File: config.mk
export PLATFORM = sky130hd
export DESIGN_NAME = i2s_tx
export DESIGN_NICKNAME = d
export VERILOG_FILES = /design/src/rtl/audio_pkg.sv /design/src/rtl/i2s_clk_gen.sv /design/src/rtl/i2s_tx.sv
export SDC_FILE = /design/constraint.sdc
export NUM_CORES = 1
export LEC_CHECK = 0
export ABC_AREA = 1
export BUFFER_PORTS_ARGS = -buffer_cell sky130_fd_sc_hd__buf_4
export CAP_MARGIN = 20
export CELL_PAD_IN_SITES_DETAIL_PLACEMENT = 1
export CELL_PAD_IN_SITES_GLOBAL_PLACEMENT = 2
export CORE_ASPECT_RATIO = 1.25
export CORE_MARGIN = 5
export CORE_UTILIZATION = 35
export CTS_CLUSTER_SIZE = 30
export DETAILED_ROUTE_END_ITERATION = 10
export PLACE_DENSITY = 0.79
export SLEW_MARGIN = 5
export SYNTH_ARGS = -nofsm -noshare
export SYNTH_HDL_FRONTEND = slang
export SYNTH_SLANG_ARGS = --single-unit
File: constraint.sdc
create_clock -name clk -period 2.7 [get_ports clk]
set_clock_uncertainty 0.1 [all_clocks]
set_input_delay 0.81 -clock clk [delete_from_list [all_inputs] [get_ports clk]]
set_output_delay 0.81 -clock clk [all_outputs]
set_load 0.01 [all_outputs]
File: src/rtl/audio_pkg.sv
// Shared audio-chain types and constants.
// Used by the delay effect and the I2S transmitter.
package audio_pkg;
    localparam int AUDIO_DATA_WIDTH = 16;
    typedef logic signed [AUDIO_DATA_WIDTH-1:0] sample_t;

    localparam int I2S_SLOT_WIDTH = 32;
    localparam int I2S_BCLK_HALF  = 16;

    typedef enum logic {
        TX_IDLE,
        TX_RUN
    } tx_state_t;
endpackage

File: src/rtl/i2s_clk_gen.sv
// BCLK divider for the I2S transmitter.
// Produces bclk and a strobe marking the cycle of its 1->0 toggle.
module i2s_clk_gen #(
    parameter int BCLK_HALF = 16
) (
    input  logic clk,
    input  logic reset,
    input  logic enable,
    output logic bclk,
    output logic fall
);
    localparam int DIVW = $clog2(BCLK_HALF);

    logic [DIVW-1:0] div_cnt;
    logic            wrap;

    assign wrap = enable && (div_cnt == DIVW'(BCLK_HALF - 1));
    assign fall = wrap && bclk;

    always_ff @(posedge clk or posedge reset) begin
        if (reset) begin
            div_cnt <= '0;
            bclk    <= 1'b0;
        end else if (!enable) begin
            div_cnt <= '0;
            bclk    <= 1'b0;
        end else if (wrap) begin
            div_cnt <= '0;
            bclk    <= ~bclk;
        end else begin
            div_cnt <= div_cnt + 1'b1;
        end
    end
endmodule

File: src/rtl/i2s_tx.sv
// Mono-to-stereo Philips I2S transmitter, final stage of the audio chain.
// Emits a per-frame strobe used upstream as the sample tick.
module i2s_tx
    import audio_pkg::*;
#(
    parameter int DATA_WIDTH = AUDIO_DATA_WIDTH,
    parameter int SLOT_WIDTH = I2S_SLOT_WIDTH,
    parameter int BCLK_HALF  = I2S_BCLK_HALF
) (
    input  logic                         clk,
    input  logic                         reset,
    input  logic                         enable,
    input  logic                         sample_valid,
    input  logic signed [DATA_WIDTH-1:0] audio_in,
    output logic                         i2s_bclk,
    output logic                         i2s_lrclk,
    output logic                         i2s_sdata,
    output logic                         frame_start,
    output logic                         underrun,
    output logic                         overrun
);
    localparam int FRAME = 2 * SLOT_WIDTH;
    localparam int BW    = $clog2(FRAME);

    tx_state_t             state;
    logic [BW-1:0]         bit_cnt;
    logic [BW-1:0]         k;
    logic                  right;
    logic [DATA_WIDTH-1:0] hold;
    logic                  full;
    logic [DATA_WIDTH-1:0] frame_s;
    logic [DATA_WIDTH-1:0] shreg;
    logic [DATA_WIDTH-1:0] next_s;
    logic                  run;
    logic                  fall;
    logic                  boundary;
    logic                  start;
    logic                  stop;
    logic                  clear;

    assign run = enable || (state == TX_RUN);

    i2s_clk_gen #(
        .BCLK_HALF(BCLK_HALF)
    ) u_clk_gen (
        .clk   (clk),
        .reset (reset),
        .enable(run),
        .bclk  (i2s_bclk),
        .fall  (fall)
    );

    assign boundary = fall && (state == TX_RUN) && (bit_cnt == '0);
    assign start    = boundary && enable;
    assign stop     = boundary && !enable;
    assign clear    = start && full;

    always_comb begin
        right  = bit_cnt >= BW'(SLOT_WIDTH);
        k      = right ? bit_cnt - BW'(SLOT_WIDTH) : bit_cnt;
        next_s = (bit_cnt == '0 && full) ? hold : frame_s;
    end

    // A new sample landing on the boundary cycle replaces the one consumed.
    always_ff @(posedge clk or posedge reset) begin
        if (reset) begin
            hold    <= '0;
            full    <= 1'b0;
            overrun <= 1'b0;
        end else begin
            overrun <= sample_valid && full && !clear;
            if (sample_valid) begin
                hold <= audio_in;
                full <= 1'b1;
            end else if (clear) begin
                full <= 1'b0;
            end
        end
    end

    always_ff @(posedge clk or posedge reset) begin
        if (reset) begin
            state       <= TX_IDLE;
            bit_cnt     <= '0;
            frame_s     <= '0;
            shreg       <= '0;
            i2s_lrclk   <= 1'b0;
            i2s_sdata   <= 1'b0;
            frame_start <= 1'b0;
            underrun    <= 1'b0;
        end else begin
            frame_start <= 1'b0;
            underrun    <= 1'b0;
            unique case (state)
                TX_IDLE: begin
                    bit_cnt   <= '0;
                    i2s_lrclk <= 1'b0;
                    i2s_sdata <= 1'b0;
                    if (enable) state <= TX_RUN;
                end
                TX_RUN: begin
                    if (stop) begin
                        state     <= TX_IDLE;
                        bit_cnt   <= '0;
                        i2s_lrclk <= 1'b0;
                        i2s_sdata <= 1'b0;
                    end else if (fall) begin
                        bit_cnt   <= (bit_cnt == BW'(FRAME - 1))
                                     ? '0 : bit_cnt + 1'b1;
                        i2s_lrclk <= right;
                        // k=0 is the I2S one-bit delay slot
                        if (k == '0) begin
                            shreg     <= next_s;
                            i2s_sdata <= 1'b0;
                        end else if (k <= BW'(DATA_WIDTH)) begin
                            i2s_sdata <= shreg[DATA_WIDTH-1];
                            shreg     <= shreg << 1;
                        end else begin
                            i2s_sdata <= 1'b0;
                        end
                        if (bit_cnt == '0) begin
                            frame_start <= 1'b1;
                            underrun    <= !full;
                            if (full) frame_s <= hold;
                        end
                    end
                end
                default: state <= TX_IDLE;
            endcase
        end
    end
endmodule
==> summary.md <==
| Metric | Value |
|---|---|
| Final setup TNS | `0 ns` |
| Layout cells sized above 1 | `14.0%` |
| Worst r2r path cells | `9` |
| Tcrit/Tclk final | `75.1%` |
| Htree depth | `3` |
| Antenna fix cells | `0` |
| Hold_buf cts | `0` |
| # clock sinks | `66` |
| Drt drc | `0` |
| Worst hold-check path type | `input pin to async pin` |
| RR Endpoint | `frame_s[11]` |
| Skew-Pair Late Insertion Delay | `0.33 ns` |
| Crit end category | `flop` |
| P_leak | `2.01 nW` |
| Status | `complete, no violations` |
| Port Buffer Count | `25` |
| Distinct cell type count after synthesis | `26` |
| DRT Pass-1 Iters | `4` |
| Seq cells post-synth | `66` |
| Crit path DAT | `2.14 ns` |
| Die Area | `0.0115 mm²` |
| Sequential share of the synthesized area | `50.1%` |
| Final count of pins violating max slew | `0` |
| Gr usage total | `16.6%` |
| Most frequent cells in the layout | `nand2_1 (167), dfrtp_1 (66), inv_1 (41)` |
| Die width | `96.8 µm` |
| Power Density | `905 mW/mm²` |
| Post-DRT Antenna Nets | `0` |
| Grt ovf | `0` |
| Std-Cell Rows | `39` |
| Setup violators final | `0` |
| Clk root buf | `clkbuf_16` |
| Crit Path Max Fanout | `16` |
| Initial antenna violation count | `0` |
| F_max | `0.493 GHz` |
| Area of the multi-input gates | `0.00136 mm²` |
| WL final | `8840 µm` |
| Via count | `2742` |
| Critical Path Start Type | `flop` |
| Syn_area_per_cell | `7.90 µm²` |
| Synth warn | `0` |
| Worst reg2reg startpoint | `bit_cnt[0]` |
| Core area | `0.00917 mm²` |
| CTS max path bufs | `2` |
| Critical path class | `flop to flop` |
| R2R setup slack | `0.67 ns` |
| Synthesized cell area | `0.00330 mm²` |
| Fraction of registers with async set or reset after synthesis | `100%` |
| Final net count | `462` |
| Worst setup path end | `frame_s[11]` |
| Dpl hpwl | `5910 µm` |
| Flip-flop and latch area | `0.00165 mm²` |
| Hold Fails Final Rpt | `0` |
| 1st-iter DRT viols | `70` |
| Worst Tran Pin Value | `0.570 ns` |
| CTS tree | `done` |
| Die Height | `118 µm` |
| Cells after Synth | `417` |
| Avg WL per Cell | `15.7 µm` |
| Final Util | `41.9%` |
| Primary FF master, synth | `dfrtp_1` |
| Number of global-route vias before repair | `3024` |
| Starting Density | `35.9%` |
| VDD IR-drop max | `0.400 mV` |
| Total setup buffers inserted after CTS | `0` |
| Area grow syn2layout | `16.7%` |
| Clk slew on worst S/H paths | `0.05 ns` |
| Routability congestion estimate from global placement | `0.762` |
| Vias per cell | `4.85` |
| Max-slew headroom | `62.0%` |
| Post-CTS Resized | `0` |
| First-pass GRT wire length | `15100 µm` |
| Net Count, Synth | `440` |
| Number of synthesized flops with an enable pin | `0` |
| RSZ-0062 raised after global routing | `false` |
| Period minus WS final | `2.03 ns` |
| # IOs | `26` |
| Largest net degree at the start of global routing | `53` |
| Commonest non-fill, non-tap cell in the layout | `nand2_1` |
| Critical Path Start | `bit_cnt[0]` |
| Max Cap Violations | `0` |
| WP data required | `2.82 ns` |
| Fillers | `1171` |
| Cts bufs inserted | `9` |
power by group:
part           internal [mW]  switching (mW)  leakage, nW
Clock                  0.637           0.400        0.123
Combinational          0.375           0.745         1.05
Sequential              1.19           0.130        0.839
flip-flops by register name, indices dropped and copies added (netlist names), 4 cells and up:
name / count
u_clk_gen.div_cnt: 4
frame_s: 16
bit_cnt: 6
hold: 16
shreg: 16
worst max-delay path, stage by stage (launching register included):
cell	delay (ns)
dfrtp_1	0.42
inv_1	0.08
ha_1	0.18
nand2_2	0.10
nor2_8	0.14
nand2_2	0.12
nor2_2	0.19
nand3_2	0.33
nand2_1	0.18
nand2_1	0.07
cell families after synthesis:
group                    Yosys count  synth area share [%]
AND/OR/NAND/NOR                  247                  34.1
XOR/XNOR                           2                 0.532
AO/OA/AOI/OAI                     32                  5.54
flip-flops                        66                  50.1
buffers and inverters             67                  8.58
adder cells (fa/ha/maj)            3                  1.14
worst min-delay path by stage:
stage / to / slack [ns] / depth (start not counted)
2_1_floorplan: u_clk_gen.div_cnt[0] / 0.33 / 1
3_3_place_gp: frame_s[7] / 0.35 / 2
3_5_place_dp: frame_s[1] / 0.36 / 2
4_1_cts: bit_cnt[2] / 0.36 / 2
5_1_grt: u_clk_gen.div_cnt[1] / 0.37 / 2
6_report: u_clk_gen.div_cnt[1] / 0.35 / 2
Yosys cell counts, types with 2 or more instances:
cell type    n  area (µm²)
nand3_2      3        30.0
clkbuf_1     6        22.5
nand4_1     34         213
nor2_8       2        40.0
a21oi_1      4        20.0
buf_1        2        7.51
buf_6        2        22.5
inv_1       42         158
xor2_1       2        17.5
nand3_1     21         105
nand2_1    167         627
nor2_4       2        22.5
buf_2       10        50.1
nor2_2       3        18.8
ha_1         3        37.5
nor2_1      11        41.3
inv_2        4        15.0
dfrtp_1     66        1650
o21ai_0     24         120
nand2_2      3        18.8
stage by stage:
| step | instances | hold WS [ns] | setup WS [ns] | instance area (µm²) | power (mW) |
|---|---|---|---|---|---|
| 6_report | 565 | 0.355 | 0.671 | 3850 | 3.48 |
| 5_1_grt | 565 | 0.371 | 0.481 | 3850 | 3.76 |
| 4_1_cts | 565 | 0.358 | 0.631 | 3850 | 3.54 |
| 3_5_place_dp | 551 | 0.363 | 0.522 | 3590 | 2.48 |
| 3_3_place_gp | 551 | 0.355 | 0.609 | 3590 | 2.44 |
| 2_1_floorplan | 417 | 0.333 | 0.135 | 3300 | 2.12 |
final cells by class:
| type | count | area share [%] |
|---|---|---|
| timing repair buffer | 32 | 6.57 |
| multi-input combinational | 284 | 35.4 |
| inverter | 46 | 4.49 |
| tap | 123 | 4.00 |
| sequential | 66 | 42.9 |
| clock buffer | 14 | 6.60 |
layer usage:
metal / share of wire [%] / vias to the layer above / GRT usage, %
li1: - / 1368 / -
met1: 42 / 1334 / 18.7
met2: 53 / 26 / 29.7
met3: 2.1 / 14 / 4.48
met4: 2.5 / 0 / 6.94
met5: 0 / - / 0
(Power assumes the default switching activity.)
